==> src/rtl/demux_sched.sv <==
// demux_sched: buffers (byte, destination) pairs in a small FIFO and sequences
// them onto the 8-line demux. Each byte is presented on dmx_in/dmx_sel, settles
// for one cycle, waits for its destination to be ready and is then committed
// with a one-cycle one-hot load strobe. A byte whose destination stays
// not-ready for TIMEOUT cycles is discarded and reported on drop.
module demux_sched #(
  parameter int DEPTH   = 4,
  parameter int TIMEOUT = 15
) (
  input  logic                     clk,
  input  logic                     clr_n,
  input  logic                     in_valid,
  output logic                     in_ready,
  input  logic [7:0]               in_data,
  input  logic [2:0]               in_dest,
  input  logic [7:0]               dst_ready,
  output logic [7:0]               dmx_in,
  output logic [2:0]               dmx_sel,
  output logic [7:0]               load,
  output logic                     drop,
  output logic                     busy,
  output logic [$clog2(DEPTH):0]   count
);

  localparam int AW = $clog2(DEPTH);
  localparam int CW = AW + 1;
  // Timer only has to reach TIMEOUT-1; keep at least one bit for TIMEOUT<=1.
  localparam int TW = (TIMEOUT < 2) ? 1 : $clog2(TIMEOUT);
  localparam logic [TW-1:0] TMAX    = TW'(TIMEOUT - 1);
  localparam logic [CW-1:0] FULL_CT = CW'(DEPTH);

  localparam logic [1:0] IDLE   = 2'd0;
  localparam logic [1:0] SETUP  = 2'd1;
  localparam logic [1:0] WAIT   = 2'd2;
  localparam logic [1:0] STROBE = 2'd3;

  logic [10:0]   fifo_mem [DEPTH];
  logic [AW-1:0] wr_ptr_q, wr_ptr_d;
  logic [AW-1:0] rd_ptr_q, rd_ptr_d;
  logic [CW-1:0] count_q, count_d;
  logic [1:0]    state_q, state_d;
  logic [TW-1:0] timer_q, timer_d;
  logic [7:0]    dmx_in_q, dmx_in_d;
  logic [2:0]    dmx_sel_q, dmx_sel_d;
  logic [7:0]    load_q, load_d;
  logic          drop_q, drop_d;
  logic          busy_q, busy_d;
  logic          push, pop;

  // No bypass: a full FIFO refuses the writer even if a pop happens this cycle.
  assign in_ready = clr_n & (count_q != FULL_CT);
  assign push     = in_valid & in_ready;
  assign pop      = (state_q == IDLE) & (count_q != '0);

  // FIFO storage is written without reset so it can map onto distributed RAM.
  always_ff @(posedge clk) begin
    if (push) begin
      fifo_mem[wr_ptr_q] <= {in_dest, in_data};
    end
  end

  // Next-state logic for the FIFO pointers/occupancy and the sequencing FSM.
  always_comb begin
    wr_ptr_d  = wr_ptr_q + AW'(push);
    rd_ptr_d  = rd_ptr_q + AW'(pop);
    count_d   = count_q + CW'(push) - CW'(pop);
    state_d   = state_q;
    timer_d   = timer_q;
    dmx_in_d  = dmx_in_q;
    dmx_sel_d = dmx_sel_q;
    load_d    = '0;
    drop_d    = 1'b0;
    case (state_q)
      IDLE: begin
        if (count_q != '0) begin
          {dmx_sel_d, dmx_in_d} = fifo_mem[rd_ptr_q];
          state_d               = SETUP;
        end
      end
      SETUP: begin
        timer_d = '0;
        state_d = WAIT;
      end
      WAIT: begin
        if (dst_ready[dmx_sel_q]) begin
          state_d = STROBE;
          load_d  = 8'd1 << dmx_sel_q;
        end else if ((TIMEOUT != 0) && (timer_q == TMAX)) begin
          state_d = IDLE;
          drop_d  = 1'b1;
        end else begin
          timer_d = timer_q + 1'b1;
        end
      end
      STROBE: begin
        state_d = IDLE;
      end
      default: begin
        state_d = IDLE;
      end
    endcase
    busy_d = (state_d != IDLE) | (count_d != '0);
  end

  // State registers; reset discards the in-flight byte and every FIFO entry.
  always_ff @(posedge clk or negedge clr_n) begin
    if (!clr_n) begin
      wr_ptr_q  <= '0;
      rd_ptr_q  <= '0;
      count_q   <= '0;
      state_q   <= IDLE;
      timer_q   <= '0;
      dmx_in_q  <= '0;
      dmx_sel_q <= '0;
      load_q    <= '0;
      drop_q    <= 1'b0;
      busy_q    <= 1'b0;
    end else begin
      wr_ptr_q  <= wr_ptr_d;
      rd_ptr_q  <= rd_ptr_d;
      count_q   <= count_d;
      state_q   <= state_d;
      timer_q   <= timer_d;
      dmx_in_q  <= dmx_in_d;
      dmx_sel_q <= dmx_sel_d;
      load_q    <= load_d;
      drop_q    <= drop_d;
      busy_q    <= busy_d;
    end
  end

  assign dmx_in  = dmx_in_q;
  assign dmx_sel = dmx_sel_q;
  assign load    = load_q;
  assign drop    = drop_q;
  assign busy    = busy_q;
  assign count   = count_q;

endmodule

==> config.mk <==
export PLATFORM = sky130hd
export DESIGN_NAME = demux_sched
export DESIGN_NICKNAME = d
export VERILOG_FILES = /design/src/rtl/demux_sched.sv
export SDC_FILE = /design/constraint.sdc
export NUM_CORES = 1
export LEC_CHECK = 0
export ABC_AREA = 1
export CORE_MARGIN = 1
export CORE_UTILIZATION = 40
export CTS_CLUSTER_DIAMETER = 80
export CTS_CLUSTER_SIZE = 8
export DETAILED_ROUTE_END_ITERATION = 6
export SYNTH_ARGS = -nofsm -noshare
export SYNTH_HDL_FRONTEND = slang
export SYNTH_SLANG_ARGS = --single-unit
==> constraint.sdc <==
create_clock -name clk -period 6.9 [get_ports clk]
set_input_delay 1.38 -clock clk [delete_from_list [all_inputs] [get_ports clk]]
set_output_delay 1.38 -clock clk [all_outputs]
set_load 0.1 [all_outputs]
==> flow_summary_export.csv, run 1 <==
group,metric,value,unit
cts,cts_root_buf,"clkbuf_8",
grt,grt-ovfl-total,0,
detailed_routing,totalWireLength,6.01,mm
setup_path,critPathRequiredTime,5.52,ns
sta,worst_pin_slew,0.982,ns
sta,hold_viol,0,
detailed_routing,vias,2044,
cts,htreeDepth,3,
setup_path,worstReg2RegStart,"count[1]",
pwr,power_density,502,nW/um^2
layout,antenna_cells,0,
setup_path,crit_path_max_fanout,35,
floorplanning,core,7690,sq um
placed_design,numPortBuffers,46,
placed_design,gp_congestion,0.724,
layout,final_cell_mix,"56 x nand2_1, 45 x clkdlybuf4s50_1, 44 x edfxtp_1",
layout,drive_gt1_share,10.3,%
sta,slew_headroom,34.3,%
cts,postCtsSetupRepairBufs,0,
layout,final_nets,354,
detailed_routing,avgRoutedWirePerCell,13.9,um
setup_path,start_kind,"input port",
detailed_routing,drc,0,
cts,cts_tree,"yes",
cts,cts_made_buffers,9,
layout,final_common_cell,"nand2_1",
logic_synthesis,synth-seq-cells,78,
grt,grt_util_met1,20.6,%
setup_path,rrSetupSlack,4.38,ns
setup_path,cp-end-kind,"output pin",
worst_hold_path,hold_path.class,"reg2reg",
sta,fmax,240,MHz
logic_synthesis,yosysTopAreaCell,"edfxtp_1",
sta,finalCritPeriodShare,60.4,%
detailed_routing,first_iter_violations,63,
logic_synthesis,netlist_instances,272,
logic_synthesis,synth.area.top_cells,"edfxtp_1 42%, dfrtp_1 27%, nand2_1 6.6%, o21ai_0 3.8%, nor2_1 3.4%",
pwr,p_leak,1.63,nW
grt,grt_max_degree,36,
cts,cts_buffer_depth,2,
floorplanning,dieArea,8300,sq um
sta,finalSetupViolCount,0,
floorplanning,die_h,91.1,um
floorplanning,io_pins,47,
sta,timing.final.ws_setup,2.73,ns
sta,fin_skew,0.00787,ns
grt,grt_use_total,16.0,%
setup_path,critPathCapture,"in_ready",
grt,antenna_found_initial,0,
grt,first_global_vias,2033,
detailed_routing,ant_nets,0,
cts,cts_sinks,78,
detailed_routing,dr.pass1.iters,4,
layout,syn_to_final_growth,25.0,%
placed_design,dp_hpwl,4.00,mm
placed_design,dpl_cell_area,3750,sq um
setup_path,crit_start,"clr_n",
sta,period_minus_slack,4.17,ns
pwr,p_total,1.99,mW
job,drv_cap,0,
logic_synthesis,avgSynthCellArea,11.7,sq um
cts,hold_buffers,0,
status,status,"completed",
setup_path,crit_type,"in2out",
floorplanning,start_util,41.3,%
sta,fin_setup_tns,0,ns
floorplanning,num_rows,32,
cts,cts.repair.resized,0,
detailed_routing,viasPerCell,4.73,
cts,clkTransAtPathRegs,0.07,ns
setup_path,r2r_cells,10,
floorplanning,die_w,91.1,um
setup_path,worstReg2RegEnd,"busy",
logic_synthesis,syn_nets,301,
logic_synthesis,synth_top_area_share,41.6,%
sta,rsz0062_at_grt,"no",
logic_synthesis,netlist_area,3180,sq um
pwr,ir_drop,0.177,mV
placed_design,place_ws,2.71,ns
logic_synthesis,yosysWarnings,0,
logic_synthesis,post_synth_num_cell_types,27,
grt,grt_pass1_wl,10.1,mm
layout,fill_cells,714,
layout,post-route-cell-area,3970,sq um
grt,met3_usage,3.43,%
logic_synthesis,synth_seq_area_share,68.4,%
sta,hold_ws,0.491,ns
cts,clk_latency,0.34,ns
sta,drv_slew,0,
grt,grtUsageMet2,25.9,%
grt,top_usage_layer,"met2",
setup_path,cp_data_arrival_time,2.79,ns
==> worst max-delay path, cell delays in order <==
cell and delay [ns]:
clkdlybuf4s50_1 0.46, buf_4 0.38, inv_1 0.08, a21oi_1 0.16
buf_4 0.32
==> worst min-delay path by stage <==
stage / start / end / slack, ns / depth (start not counted)
after detailed placement: dmx_in[3] / dmx_in[3] / 0.47 / 2
after global routing: dmx_in[7] / dmx_in[7] / 0.51 / 2
after CTS: dmx_in[3] / dmx_in[3] / 0.49 / 2
after global placement: dmx_in[5] / dmx_in[5] / 0.47 / 2
after floorplan: timer_q[3] / timer_q[3] / 0.48 / 2
final: dmx_in[3] / dmx_in[3] / 0.49 / 2
==> layout make-up <==
type / instances / area, sq um / area share (%)
flip-flops and latches: 78 / 2170 / 54.7
multi-input cells: 166 / 877 / 22.1
repair buffers: 51 / 495 / 12.5
clock buffers: 14 / 184 / 4.63
well taps: 102 / 128 / 3.22
inverters: 19 / 76.3 / 1.92
clock inverters: 2 / 36.3 / 0.914
==> where the power goes <==
group / total, mW / internal [mW] / leakage [nW] / switching [mW]
Sequential: 0.702 / 0.597 / 0.829 / 0.105
Clock: 0.367 / 0.210 / 0.112 / 0.157
Combinational: 0.922 / 0.247 / 0.687 / 0.675
==> sequential cells by signal (all words and copies together) (netlist names) <==
signal / flops
count: 3
load: 8
fifo_mem: 44
dmx_in: 8
timer_q: 4
dmx_sel: 3
busy: 1
drop: 1
wr_ptr_q: 2
state_q: 2
rd_ptr_q: 2
==> cell usage after synthesis <==
cell type  number
ha_1            6
xor2_1          4
nor2_1         29
o22ai_1        11
clkbuf_1        6
nand2_1        56
nand4_1         1
nand2_2         3
buf_6           2
fa_1            1
nor2_4          1
nor3_1          9
nor4_1          4
xnor2_1         2
inv_6           1
dfrtp_1        34
o21ai_0        24
o21ai_2         1
nand2_4         4
nor3_4          1
a21oi_1         1
o21ai_1         1
inv_2           3
nand3_1         7
inv_1          15
buf_2           1
edfxtp_1       44
==> cell families after synthesis <==
kind of cell             Yosys count  synth area share, %
AND/OR/NAND/NOR                  115                 16.4
XOR/XNOR                           6                 1.65
buffers and inverters             28                 3.98
AO/OA/AOI/OAI                     38                 6.54
flip-flops                        78                 68.4
adder cells (fa/ha/maj)            7                 2.99
==> metal layers <==
metal,up-vias,routed length [um],part of all wire [%]
met3,10,228,3.8
met5,-,0,0
met1,957,2840,47
met2,46,2830,47
li1,1031,-,-
met4,0,107,1.8
==> stage by stage <==
step | cells | util, %
floorplan | 272 | -
global placement | 416 | 48.8
detailed placement | 416 | 48.8
CTS | 432 | 51.6
global route | 432 | 51.6
finish | 432 | 51.6
Power figures use the tool's default switching activity.
==> run 2: changes to the inputs <==
Clock period 6.9 ns to 3.5 ns, I/O delays scaled along.
==> flow_summary_export.csv, run 2 (synthesis results as in run 1) <==
group,metric,value,unit
detailed_routing,dr.pass1.iters,4,
grt,grt_pass1_wl,10.4,mm
pwr,p_leak,1.65,nW
status,status,"completed",
sta,timing.final.ws_setup,0.774,ns
sta,worst_pin_slew,0.996,ns
grt,top_usage_layer,"met2",
detailed_routing,ant_nets,0,
sta,fin_setup_tns,0,ns
pwr,combPwrFrac,46.7,%
setup_path,r2r_cells,11,
floorplanning,io_pins,47,
grt,grt-ovfl-total,0,
setup_path,crit_path_max_fanout,6,
layout,largest_register_ffs,44,
pwr,swShare,46.5,%
grt,antenna_found_initial,0,
detailed_routing,avgRoutedWirePerCell,14.2,um
layout,largest_register,"fifo_mem",
layout,syn_to_final_growth,26.6,%
cts,cts_sinks,78,
grt,first_global_vias,2098,
floorplanning,core,7690,sq um
pwr,power.internal,2.16,mW
sta,rsz0062_at_grt,"no",
sta,slew_headroom,33.4,%
sta,fin_skew,0.00698,ns
detailed_routing,first_iter_violations,77,
cts,hold_buffers,0,
grt,grt_max_degree,35,
placed_design,numPortBuffers,46,
placed_design,dp_hpwl,3.96,mm
cts,postCtsSetupRepairBufs,0,
cts,clk_latency,0.35,ns
setup_path,crit_start,"clr_n",
cts,cts_made_buffers,9,
placed_design,gp_congestion,0.742,
layout,final_cells,434,
cts,clkTransAtPathRegs,0.07,ns
detailed_routing,drc,0,
layout,final_nets,356,
setup_path,start_kind,"input port",
detailed_routing,vias,2085,
layout,final_cell_mix,"56 x nand2_1, 44 x edfxtp_1, 42 x clkdlybuf4s50_1",
setup_path,crit_type,"in2reg",
setup_path,cp-end-kind,"flip-flop",
cts,cts_root_buf,"clkbuf_8",
cts,cts_buffer_depth,2,
layout,final_common_cell,"nand2_1",
pwr,ir_drop,0.379,mV
setup_path,critPathRequiredTime,3.79,ns
sta,fmax,367,MHz
placed_design,placed_cells,418,
job,drv_cap,0,
cts,htreeDepth,3,
layout,post-route-cell-area,4020,sq um
floorplanning,dieArea,8300,sq um
layout,drive_gt1_share,12.3,%
cts,cts_tree,"yes",
detailed_routing,viasPerCell,4.80,
pwr,p_total,4.03,mW
floorplanning,start_util,41.3,%
setup_path,critPathCapture,"busy",
sta,hold_ws,0.488,ns
sta,period_minus_slack,2.73,ns
grt,grt_util_met1,20.7,%
sta,drv_slew,0,
placed_design,dpl_cell_area,3780,sq um
detailed_routing,totalWireLength,6.18,mm
setup_path,rrSetupSlack,1.00,ns
worst_hold_path,hold_path.class,"reg2reg",
setup_path,cp_data_arrival_time,3.01,ns
floorplanning,die_h,91.1,um
sta,finalCritPeriodShare,77.9,%
cts,cts.repair.resized,0,
placed_design,place_ws,0.402,ns
pwr,p_switching,1.87,mW
sta,hold_viol,0,
floorplanning,num_rows,32,
setup_path,worstReg2RegStart,"count[1]",
layout,antenna_cells,0,
pwr,pwr-share-seq,33.6,%
floorplanning,die_w,91.1,um
sta,finalSetupViolCount,0,
grt,grtUsageMet2,26.9,%
setup_path,worstReg2RegEnd,"busy",
grt,grt_use_total,16.6,%
grt,met3_usage,4.27,%
pwr,pwr-share-clk,19.7,%
layout,fin_util,52.3,%
pwr,power_density,1000,nW/um^2
-- run 2: cell count changes in the layout (fill, tap and decap cells not counted), sizes merged --
cell	before	now
inv	20	19
clkbuf	14	11
clkdlybuf4s50	45	42
clkinv	0	2
bufinv	1	3
buf	6	11
-- run 2: worst min path at each step --
stage                endpoint  slack [ns]  cells after the start       from
finish              dmx_in[4]        0.49                      2  dmx_in[4]
global route        dmx_in[4]        0.51                      2  dmx_in[4]
CTS                 dmx_in[0]        0.49                      2  dmx_in[0]
detailed placement  dmx_in[4]        0.47                      2  dmx_in[4]
global placement    dmx_in[2]        0.46                      2  dmx_in[2]
floorplan                busy        0.40                      0      clr_n
-- run 2: metal layers --
layer	vias up	wire length [um]	part of all wire [%]
met5	-	0	0
met4	0	134	2.2
li1	1036	-	-
met1	987	2780	45
met2	50	2970	48
met3	12	294	4.8
-- run 2: layout make-up --
cell class / count / area, sq um
clock inverters: 5 / 108
well taps: 102 / 128
flip-flops and latches: 78 / 2170
inverters: 19 / 76.3
multi-input cells: 166 / 888
fillers: 699 / 3670
repair buffers: 53 / 515
clock buffers: 11 / 131
-- run 2: power groups by stage --
stage / Sequential (mW) / Combinational (mW) / Clock (mW)
3_3_place_gp: 1.37 / 1.87 / 0
5_1_grt: 1.38 / 2.04 / 0.856
3_5_place_dp: 1.37 / 1.90 / 0
6_report: 1.35 / 1.88 / 0.795
2_1_floorplan: 1.97 / 0.830 / 0
4_1_cts: 1.36 / 1.91 / 0.813
-- run 2: critical path, stage by stage --
cell and delay, ns:
clkdlybuf4s50_1 0.48, inv_1 0.07, a21oi_4 0.15, nand2_1 0.16, ha_1 0.31, inv_1 0.04
ha_1 0.18, fa_1 0.37, xnor2_1 0.18, xor2_1 0.22, inv_1 0.07, nand4_1 0.08
==> run 3: changes to the inputs <==
Clock period 3.5 ns to 2.55 ns, I/O delays scaled along.
==> flow_summary_export.csv, run 3 (synthesis results as in run 1) <==
group,metric,value,unit
cts,postCtsSetupRepairBufs,0,
setup_path,cp-end-kind,"flip-flop",
grt,first_global_vias,2097,
cts,cts_made_buffers,9,
grt,grt_use_total,16.1,%
sta,drv_slew,0,
layout,antenna_cells,0,
sta,fin_skew,0.00618,ns
setup_path,crit_start,"clr_n",
setup_path,r2r_cells,10,
placed_design,dp_hpwl,4.05,mm
pwr,p_total,5.55,mW
cts,cts_sinks,78,
layout,syn_to_final_growth,26.9,%
setup_path,critPathCapture,"busy",
setup_path,rrSetupSlack,0.26,ns
floorplanning,die_h,91.1,um
grt,grt_pass1_wl,10.1,mm
setup_path,start_kind,"input port",
detailed_routing,viasPerCell,4.86,
sta,slew_headroom,71.6,%
setup_path,worstReg2RegStart,"count[1]",
grt,antenna_found_initial,0,
layout,final_cell_mix,"55 x nand2_1, 44 x edfxtp_1, 35 x buf_4",
layout,fin_util,52.4,%
setup_path,crit_type,"in2reg",
worst_hold_path,hold_path.class,"reg2reg",
sta,period_minus_slack,2.36,ns
layout,post-route-cell-area,4030,sq um
floorplanning,dieArea,8300,sq um
pwr,power_density,1380,nW/um^2
cts,clkTransAtPathRegs,0.08,ns
floorplanning,die_w,91.1,um
layout,final_nets,360,
setup_path,critPathRequiredTime,2.77,ns
cts,cts.repair.resized,0,
layout,final_common_cell,"nand2_1",
detailed_routing,ant_nets,0,
cts,htreeDepth,3,
floorplanning,io_pins,47,
floorplanning,start_util,41.3,%
sta,worst_pin_slew,0.426,ns
placed_design,dpl_cell_area,3800,sq um
placed_design,numPortBuffers,46,
status,status,"completed",
cts,cts_tree,"yes",
detailed_routing,avgRoutedWirePerCell,13.9,um
sta,finalCritPeriodShare,92.4,%
detailed_routing,vias,2130,
grt,grt_max_degree,35,
detailed_routing,dr.pass1.iters,5,
sta,finalSetupViolCount,0,
sta,fin_setup_tns,0,ns
sta,hold_viol,0,
detailed_routing,first_iter_violations,97,
detailed_routing,totalWireLength,6.08,mm
job,drv_cap,0,
grt,grt-ovfl-total,0,
pwr,ir_drop,0.523,mV
layout,drive_gt1_share,22.9,%
floorplanning,num_rows,32,
cts,clk_latency,0.35,ns
cts,cts_buffer_depth,2,
sta,hold_ws,0.482,ns
placed_design,gp_congestion,0.709,
pwr,p_leak,1.70,nW
detailed_routing,drc,0,
setup_path,cp_data_arrival_time,2.58,ns
sta,fmax,424,MHz
setup_path,worstReg2RegEnd,"busy",
layout,largest_register_ffs,44,
setup_path,crit_path_max_fanout,2,
floorplanning,core,7690,sq um
sta,rsz0062_at_grt,"no",
cts,cts_root_buf,"clkbuf_8",
layout,largest_register,"fifo_mem",
cts,hold_buffers,0,
==> run 3: cell count changes in the layout (fill, tap and decap cells not counted), moves of 2 or more <==
cell             delta
ha_1                -2
buf_4              +25
clkbuf_1            -2
inv_6               +2
clkdlybuf4s50_1    -21
dfrtp_1             -2
dfrtp_4             +2
==> run 3: stage by stage <==
step           setup slack, ns  std cells
6_report                 0.193        438
5_1_grt                 0.0683        438
4_1_cts                  0.160        438
3_5_place_dp            -0.205        422
3_3_place_gp            -0.157        422
2_1_floorplan           -0.351        272
==> run 3: worst min-delay path by stage <==
| stage | startpoint | depth (start not counted) | end | slack [ns] |
|---|---|---|---|---|
| after detailed placement | dmx_in[5] | 2 | dmx_in[5] | 0.47 |
| final | dmx_in[5] | 2 | dmx_in[5] | 0.48 |
| after CTS | dmx_in[5] | 2 | dmx_in[5] | 0.49 |
| after global routing | dmx_in[5] | 2 | dmx_in[5] | 0.51 |
| after global placement | dmx_in[4] | 2 | dmx_in[4] | 0.47 |
| after floorplan | clr_n | 0 | busy | 0.21 |
==> run 3: final cells by class <==
class | instances | area (sq um)
clock inverters | 7 | 105
well taps | 102 | 128
fillers | 701 | 3660
clock buffers | 9 | 124
inverters | 19 | 76.3
multi-input cells | 166 | 923
repair buffers | 57 | 493
flip-flops and latches | 78 | 2180
==> run 3: routing by layer <==
| layer | share of wire (%) | GRT usage [%] | vias to the layer above |
|---|---|---|---|
| li1 | - | - | 1048 |
| met1 | 44 | 20.9 | 1028 |
| met2 | 50 | 26.6 | 48 |
| met3 | 4.5 | 3.27 | 6 |
| met4 | 0.97 | 6.35 | 0 |
| met5 | 0 | 0 | - |
==> run 3: power by group <==
group | total [mW] | internal (mW) | switching (mW)
clock | 1.04 | 0.566 | 0.471
sequential | 1.88 | 1.63 | 0.247
combinational | 2.64 | 0.722 | 1.91
total | 5.55 | 2.92 | 2.63
==> run 3: worst max-delay path, stage by stage <==
cell             delay, ns
clkdlybuf4s50_1       0.52
inv_1                 0.08
a21oi_4               0.14
nand2_2               0.10
ha_4                  0.26
inv_2                 0.03
ha_2                  0.16
fa_2                  0.35
xnor2_2               0.14
xor2_1                0.16
inv_1                 0.06
nand4_1               0.08
